`src/rtl/fetch_unit.sv`:
```
// Instruction fetch stage: single-outstanding imem requests, prefetch FIFO, redirect/flush and sticky misaligned fault.
// Optional FETCH_BYPASS_EN forwards a completing word straight to decode when the FIFO is empty.
module fetch_unit #(
    parameter int          DEPTH    = 2,
    parameter logic [31:0] RESET_PC = 32'h0000_0000
) (
    input  logic        clk,
    input  logic        rst,
    input  logic        hlt,
    output logic        imem_valid,
    output logic [31:0] imem_addr,
    input  logic        imem_ready,
    input  logic [31:0] imem_rdata,
    output logic        out_valid,
    input  logic        out_ready,
    output logic [31:0] out_insn,
    output logic [31:0] out_pc,
    input  logic        override,
    input  logic [31:0] newpc,
    output logic        fault
);

    localparam int CW = $clog2(DEPTH + 1);
    localparam int PW = $clog2(DEPTH);

    typedef enum logic {ST_FETCH, ST_FAULT} state_t;

    state_t          state_reg, state_next;
    logic [31:0]     pc_reg;
    logic [31:0]     addr_reg;
    logic            valid_reg;
    logic            discard_reg;
    logic [PW-1:0]   wr_ptr_reg, rd_ptr_reg;
    logic [CW-1:0]   count_reg;
    logic [31:0]     mem_insn [DEPTH];
    logic [31:0]     mem_pc   [DEPTH];

    logic in_fetch, complete, redirect, misaligned, keep, fifo_empty;
    logic bypass, push, pop, launch, head_valid;

    assign in_fetch   = (state_reg == ST_FETCH);
    assign complete   = valid_reg & imem_ready;
    assign redirect   = override & ~hlt & in_fetch;
    assign misaligned = redirect & (newpc[1:0] != 2'b00);
    // A completing word is only useful if it is on the current path
    assign keep       = complete & ~discard_reg & in_fetch & ~redirect;
    assign fifo_empty = (count_reg == '0);
    assign head_valid = ~fifo_empty & in_fetch;

`ifdef FETCH_BYPASS_EN
    assign bypass = keep & fifo_empty & out_ready & ~hlt;
`else
    assign bypass = 1'b0;
`endif

    assign push   = keep & ~bypass;
    assign pop    = head_valid & out_ready & ~hlt & ~redirect;
    assign launch = in_fetch & ~hlt & ~valid_reg & (count_reg < CW'(DEPTH)) & ~redirect;

    assign imem_valid = valid_reg;
    assign imem_addr  = addr_reg;
    assign out_valid  = head_valid | bypass;
    assign out_insn   = bypass ? imem_rdata : mem_insn[rd_ptr_reg];
    assign out_pc     = bypass ? addr_reg   : mem_pc[rd_ptr_reg];
    assign fault      = (state_reg == ST_FAULT);

    always_ff @(posedge clk or negedge rst) begin
        if (!rst) begin
            state_reg <= ST_FETCH;
        end else begin
            state_reg <= state_next;
        end
    end

    always_comb begin
        state_next = state_reg;
        case (state_reg)
            ST_FETCH: if (misaligned) state_next = ST_FAULT;
            ST_FAULT: state_next = ST_FAULT;
            default:  state_next = ST_FETCH;
        endcase
    end

    // Request port and PC; the request address is held separately so a redirect cannot disturb it
    always_ff @(posedge clk or negedge rst) begin
        if (!rst) begin
            pc_reg      <= RESET_PC;
            addr_reg    <= '0;
            valid_reg   <= 1'b0;
            discard_reg <= 1'b0;
        end else begin
            if (launch) begin
                valid_reg <= 1'b1;
                addr_reg  <= pc_reg;
            end else if (complete) begin
                valid_reg <= 1'b0;
            end

            if (redirect && valid_reg && !complete) begin
                discard_reg <= 1'b1;
            end else if (complete) begin
                discard_reg <= 1'b0;
            end

            if (redirect) begin
                pc_reg <= newpc;
            end else if (keep) begin
                pc_reg <= pc_reg + 32'd4;
            end
        end
    end

    always_ff @(posedge clk or negedge rst) begin
        if (!rst) begin
            wr_ptr_reg <= '0;
            rd_ptr_reg <= '0;
            count_reg  <= '0;
        end else if (redirect) begin
            wr_ptr_reg <= '0;
            rd_ptr_reg <= '0;
            count_reg  <= '0;
        end else begin
            if (push) wr_ptr_reg <= wr_ptr_reg + PW'(1);
            if (pop)  rd_ptr_reg <= rd_ptr_reg + PW'(1);
            case ({push, pop})
                2'b10:   count_reg <= count_reg + CW'(1);
                2'b01:   count_reg <= count_reg - CW'(1);
                default: count_reg <= count_reg;
            endcase
        end
    end

    for (genvar gi = 0; gi < DEPTH; gi++) begin : g_entry
        always_ff @(posedge clk) begin
            if (push && wr_ptr_reg == PW'(gi)) begin
                mem_insn[gi] <= imem_rdata;
                mem_pc[gi]   <= addr_reg;
            end
        end
    end

endmodule
```
`config.mk`:
```
export PLATFORM = sky130hd
export DESIGN_NAME = fetch_unit
export DESIGN_NICKNAME = d
export VERILOG_FILES = /design/src/rtl/fetch_unit.sv
export SDC_FILE = /design/constraint.sdc
export NUM_CORES = 1
export LEC_CHECK = 0
export BUFFER_PORTS_ARGS = -buffer_cell sky130_fd_sc_hd__buf_2
export CORE_ASPECT_RATIO = 1.5
export CORE_MARGIN = 3
export CORE_UTILIZATION = 50
export CTS_CLUSTER_DIAMETER = 150
export CTS_CLUSTER_SIZE = 28
export DETAILED_ROUTE_END_ITERATION = 12
export GPL_TIMING_DRIVEN = 1
export PLACE_DENSITY = 0.82
export SKIP_LAST_GASP = 1
export SLEW_MARGIN = 20
export SYNTH_ARGS = -nofsm -noshare
export SYNTH_HDL_FRONTEND = slang
export SYNTH_SLANG_ARGS = --single-unit
export TNS_END_PERCENT = 10
```
`constraint.sdc`:
```
create_clock -name clk -period 6.9 [get_ports clk]
set_input_delay 0.69 -clock clk [delete_from_list [all_inputs] [get_ports clk]]
set_output_delay 0.69 -clock clk [all_outputs]
set_load 0.02 [all_outputs]
```
==> results of run 1 <==
-- per-layer routing --
| layer | vias to the layer above | track usage (%) | part of all wire, % |
|---|---|---|---|
| met2 | 169 | 34.6 | 55 |
| met4 | 0 | 7.24 | 2.4 |
| met1 | 2421 | 22.3 | 38 |
| met5 | - | 0 | 0 |
| met3 | 26 | 3.68 | 5.1 |
| li1 | 2241 | - | - |
-- cell families after synthesis --
| logic type | share of synthesized area (%) |
|---|---|
| AOI/OAI and AO/OA | 3.09 |
| buffers and inverters | 1.33 |
| and+or+nand+nor | 7.53 |
| xor gates and xnor gates | 3.43 |
| DFF | 71.1 |
| adders and majority gates | 0.158 |
| muxes | 13.4 |
-- layout make-up --
type                            count  area (sq um)
Fill cell                        1164          5770
Tap cell                          199           249
Clock buffer                       22           475
Timing Repair Buffer              174           888
Clock inverter                     10          70.1
Sequential cell                   199          5620
Multi-Input combinational cell    293          2190
Inverter                            3          11.3
-- per-stage QoR --
stage / std cells / utilization (%)
2_1_floorplan: 517 / -
3_3_place_gp: 868 / 58.6
3_5_place_dp: 868 / 58.6
4_1_cts: 900 / 62.2
5_1_grt: 900 / 62.2
6_report: 900 / 62.2
-- where the power goes --
part | total, uW | internal, uW | switching [uW] | leakage (uW)
combinational | 939 | 402 | 537 | 0.00144
sequential | 1790 | 1530 | 253 | 0.00203
clock | 903 | 494 | 409 | 0.000274
-- critical path, delay by kind of cell (launching register included) --
family | cells | cell delay (ps)
buffers and inverters | 2 | 790
flip-flops | 1 | 410
multiplexers | 1 | 430
-- placed cells by master (no fill, tap or decap), drive strengths merged, types with 14 or more instances in the layout --
cell type and instances:
o21ai 35, edfxtp 128, nor2 14, dfrtp 71, xor2 18, clkbuf 22, nand3 15, nand2 53
buf 174, mux2 94
-- cells in the mapped netlist --
cell,count
o21ai_2,1
nand2_1,53
nand4_1,9
and4_1,2
a31oi_1,1
nor4b_4,1
a21oi_1,9
nand4bb_1,1
o21ai_0,30
nor4bb_1,1
buf_1,4
buf_4,1
o21ai_1,4
nor3_1,9
xor2_1,18
mux2_2,94
nor4_1,2
o22ai_1,1
and2_1,3
edfxtp_1,128
nand3_1,15
inv_1,3
clkbuf_1,16
buf_6,1
nor4_2,1
and3_1,8
ha_1,1
dfrtp_1,71
nor2_1,14
o21bai_1,1
or4_4,1
xnor2_1,13
-- final timing paths --
| path | cells past startpoint | slack, ps | start | endpoint |
|---|---|---|---|---|
| worst max-delay path | 3 | 4070 | rd_ptr_reg | out_pc[20] |
| worst min-delay path | 1 | 390 | rst | imem_addr[26] |
| worst max register to register | 5 | 4220 | fault | pc_reg[23] |
| worst min register to register | 0 | 490 | imem_addr[25] | mem_pc[0][25] |
| max in group asynchronous | 1 | 5880 | rst | rd_ptr_reg |
| min in group clk | 1 | 460 | imem_rdata[31] | mem_insn[1][31] |
==> impl_metrics.py, run 1 <==
metrics = {
    "outcome": {
        "outcome": "finished, final reports clean",
    },
    "die": {
        "core_area_sq_um": 15300,
        "dieWidth_microns": 109,
        "rows": 55,
        "start_util_pct": 51.8,
        "die_height_microns": 160,
        "die_area_sq_um": 17400,
        "pin_count": 169,
    },
    "placed_design": {
        "portBuffers": 168,
        "place_ws_ps": 4020,
        "gp_congestion": 0.850,
        "dp_hpwl_microns": 11500,
        "place_area_sq_um": 8960,
    },
    "global_routing": {
        "grt_usage_pct": 19.2,
        "overflow": 0,
        "grt_max_degree": 72,
        "grt_pass1_wl_microns": 25800,
        "antenna_found_initial": 0,
        "grt_pass1_vias": 5142,
    },
    "timing": {
        "rsz0062_at_grt": "no",
        "fin_ws_ps": 4070,
        "whs_ps": 390,
        "finalHoldViolCount": 0,
        "worstMarginPinSlew_ps": 996,
        "fmax_mhz": 353,
        "relSlewSlack_pct": 33.1,
        "clock_skew_ps": 9.13,
        "tns_ps": 0,
        "drv_slew": 0,
        "fin_crit_ps": 2830,
        "finalSetupViolations": 0,
        "fin_crit_sh_pct": 41.0,
    },
    "setup_path": {
        "cp-end-kind": "primary output",
        "criticalPathCategory": "reg -> out",
        "cp-start-kind": "flop",
        "slowest_stage": "buf_4",
        "crit_path_max_fanout": 63,
        "crit_chain": "buf_4, mux2_2, buf_2",
        "worstPathRequired_ps": 6210,
        "arrival_ps": 2140,
        "slowest_delay_ps": 630,
    },
    "power_and_ir_drop": {
        "p_per_area_nw_per_um2": 382,
        "p_leak_uw": 0.00375,
        "peakVddDrop_mv": 0.188,
        "power.total_uw": 3630,
    },
    "route": {
        "drt-pass1-iter-count": 5,
        "vias": 4857,
        "dr.first_iter.drc_count": 285,
        "wl_microns": 16300,
        "drt-vias-per-instance": 5.40,
        "drcViolationCount": 0,
        "postRouteAntennaNets": 0,
        "wl_per_cell_microns": 18.1,
    },
    "clock_tree": {
        "root_buffer": "clkbuf_16",
        "insertion_delay_ps": 420,
        "cts.sink_count": 199,
        "tritoncts": "done",
        "postCtsSetupBuffers": 0,
        "holdBufCountCts": 0,
        "cts_made_buffers": 17,
        "cts_buffer_depth": 2,
        "cts_resized": 0,
        "path_clk_slew_ps": 70,
        "htree_levels": 4,
    },
    "finish": {
        "nets": 759,
        "fin_area_sq_um": 9510,
        "antenna_cells": 0,
        "synthToLayoutAreaGrowth_pct": 20.2,
        "reg.largest.list": "mem_insn (64), mem_pc (64)",
        "drive_gt1_share_pct": 43.5,
    },
    "hold_path": {
        "min_path_type": "in -> async",
    },
    "logic_synthesis": {
        "yosysTopAreaCell": "edfxtp_1",
        "synth.net_count": 588,
        "yosysSeqAreaShare_pct": 71.1,
        "yosys_warnings": 0,
        "ys_types": 32,
        "avgSynthCellArea_sq_um": 15.3,
        "synth_top_cell_area_share_pct": 48.6,
        "synth_area_leaders": "edfxtp_1 49%, dfrtp_1 22%, mux2_2 13%",
        "ys_seq_elements": 199,
        "netlist_area_sq_um": 7910,
        "synth_cells": 517,
    },
    "run": {
        "drv_cap": 0,
    },
}
(Power assumes the default switching activity.)
==> run 2: changes to the inputs <==
--- a/config.mk
+++ b/config.mk
@@ -8,12 +8,12 @@
 export BUFFER_PORTS_ARGS = -buffer_cell sky130_fd_sc_hd__buf_2
 export CORE_ASPECT_RATIO = 1.5
 export CORE_MARGIN = 3
-export CORE_UTILIZATION = 50
+export CORE_UTILIZATION = 49
 export CTS_CLUSTER_DIAMETER = 150
 export CTS_CLUSTER_SIZE = 28
 export DETAILED_ROUTE_END_ITERATION = 12
 export GPL_TIMING_DRIVEN = 1
-export PLACE_DENSITY = 0.82
+export PLACE_DENSITY = 0.84
 export SKIP_LAST_GASP = 1
 export SLEW_MARGIN = 20
 export SYNTH_ARGS = -nofsm -noshare
==> constraint.sdc (replaced) <==
create_clock -name clk -period 2.4 [get_ports clk]
set_input_delay 0.24 -clock clk [delete_from_list [all_inputs] [get_ports clk]]
set_output_delay 0.24 -clock clk [all_outputs]
set_load 0.02 [all_outputs]
==> impl_metrics.py, run 2 (synthesis results as in run 1) <==
metrics = {
    "global_routing": {
        "grt_usage_pct": 19.1,
        "met3_usage_pct": 3.60,
        "use_met2_pct": 35.2,
        "grt_pass1_vias": 5090,
        "busiest_layer": "met2",
        "global_route.usage.met1_pct": 21.6,
        "overflow": 0,
        "antenna_found_initial": 0,
        "grt_max_degree": 65,
        "grt_pass1_wl_microns": 26000,
    },
    "setup_path": {
        "crit_path_max_fanout": 16,
        "cp-end-kind": "primary output",
        "criticalPathCategory": "reg -> out",
        "arrival_ps": 1870,
        "r2r_cells": 6,
        "worstPathRequired_ps": 2160,
        "cp-start-kind": "flop",
    },
    "clock_tree": {
        "path_clk_slew_ps": 80,
        "root_buffer": "clkbuf_16",
        "cts_buffer_depth": 2,
        "insertion_delay_ps": 420,
        "cts.sink_count": 199,
        "cts_resized": 0,
        "tritoncts": "done",
        "cts_made_buffers": 17,
        "htree_levels": 4,
    },
    "placed_design": {
        "dp_hpwl_microns": 11500,
        "portBuffers": 168,
        "place_ws_ps": 420,
        "place_area_sq_um": 9090,
        "gp_congestion": 0.889,
        "place_inst": 879,
    },
    "timing": {
        "finalHoldViolCount": 0,
        "whs_ps": 16.6,
        "fmax_mhz": 474,
        "fin_ws_ps": 291,
        "drv_slew": 0,
        "rsz0062_at_grt": "no",
        "fin_crit_sh_pct": 87.9,
        "clock_skew_ps": 11.8,
        "worstMarginPinSlew_ps": 544,
        "fin_crit_ps": 2110,
        "relSlewSlack_pct": 63.5,
        "finalSetupViolations": 0,
    },
    "hold_path": {
        "min_path_type": "in -> reg",
        "min_path_cells": 3,
    },
    "finish": {
        "reg.largest.list": "mem_insn (64), mem_pc (64)",
        "fin_area_sq_um": 9960,
        "drive_gt1_share_pct": 43.0,
        "final_util_pct": 63.2,
        "nets": 793,
        "final_cell_mix": "167 x buf_2, 128 x edfxtp_1, 94 x mux2_2",
        "layoutNonFillerInstCount": 938,
        "antenna_cells": 0,
        "synthToLayoutAreaGrowth_pct": 25.9,
        "final_common_cell": "buf_2",
    },
    "power_and_ir_drop": {
        "p_per_area_nw_per_um2": 1080,
        "peakVddDrop_mv": 0.457,
        "power.internal_uw": 7130,
        "pwr-share-seq_pct": 48.0,
        "switchingPower_uw": 3600,
        "clkPwrFrac_pct": 26.2,
        "p_leak_uw": 0.00393,
        "pwr-share-comb_pct": 25.8,
        "swShare_pct": 33.5,
    },
    "route": {
        "vias": 4914,
        "wl_microns": 16700,
        "postRouteAntennaNets": 0,
        "drt-pass1-iter-count": 4,
        "wl_per_cell_microns": 17.8,
        "drcViolationCount": 0,
        "drt-vias-per-instance": 5.24,
        "dr.first_iter.drc_count": 332,
    },
    "die": {
        "die_height_microns": 162,
        "dieWidth_microns": 110,
        "die_area_sq_um": 17700,
        "rows": 56,
        "start_util_pct": 50.2,
        "core_area_sq_um": 15800,
        "pin_count": 169,
    },
    "run": {
        "drv_cap": 0,
    },
    "outcome": {
        "outcome": "finished, final reports clean",
    },
}
-- run 2: final timing paths --
kind                       slack [ps]           from             to
min in group asynchronous         280            rst  imem_addr[25]
max                               290     rd_ptr_reg     out_pc[26]
max in group asynchronous        1470            rst      pc_reg[2]
min reg2reg                       500  imem_addr[23]  mem_pc[0][23]
max reg2reg                       410          fault     pc_reg[13]
min                                20       newpc[8]      pc_reg[8]
-- run 2: area by class of cell --
class                           instances  area, sq um
Clock buffer                           18          429
Clock inverter                         14          163
Fill cell                            1162         5810
Inverter                                3         11.3
Multi-Input combinational cell        293         2200
Sequential cell                       199         5620
Tap cell                              203          254
Timing Repair Buffer                  208         1270
-- run 2: metrics by stage --
stage	setup TNS, ps	total power, uW
global placement	0	7840
floorplan	-45740	6820
detailed placement	0	7970
CTS	0	10800
global route	0	11200
finish	0	10700
-- run 2: power by group through the flow --
stage	clock network, uW	logic [uW]	registers, uW
final	2810	2770	5150
after global routing	3000	2980	5250
after CTS	2860	2790	5160
after detailed placement	0	2750	5230
after global placement	0	2670	5170
after floorplan	0	1540	5280
-- run 2: timing repair --
action,in CTS,in global routing
setup buffers,0,0
hold buffers,21,6
hold endpoints to repair,68,12
-- run 2: critical path, cell delays in order, from the launching register on --
cell     delay [ps]
dfrtp_2         650
buf_4           280
mux2_2          360
buf_2           170
-- run 2: per-layer routing --
metal,vias up,routed length [microns]
met4,0,301
met3,17,680
met1,2446,6450
li1,2321,-
met2,130,9230
met5,-,0
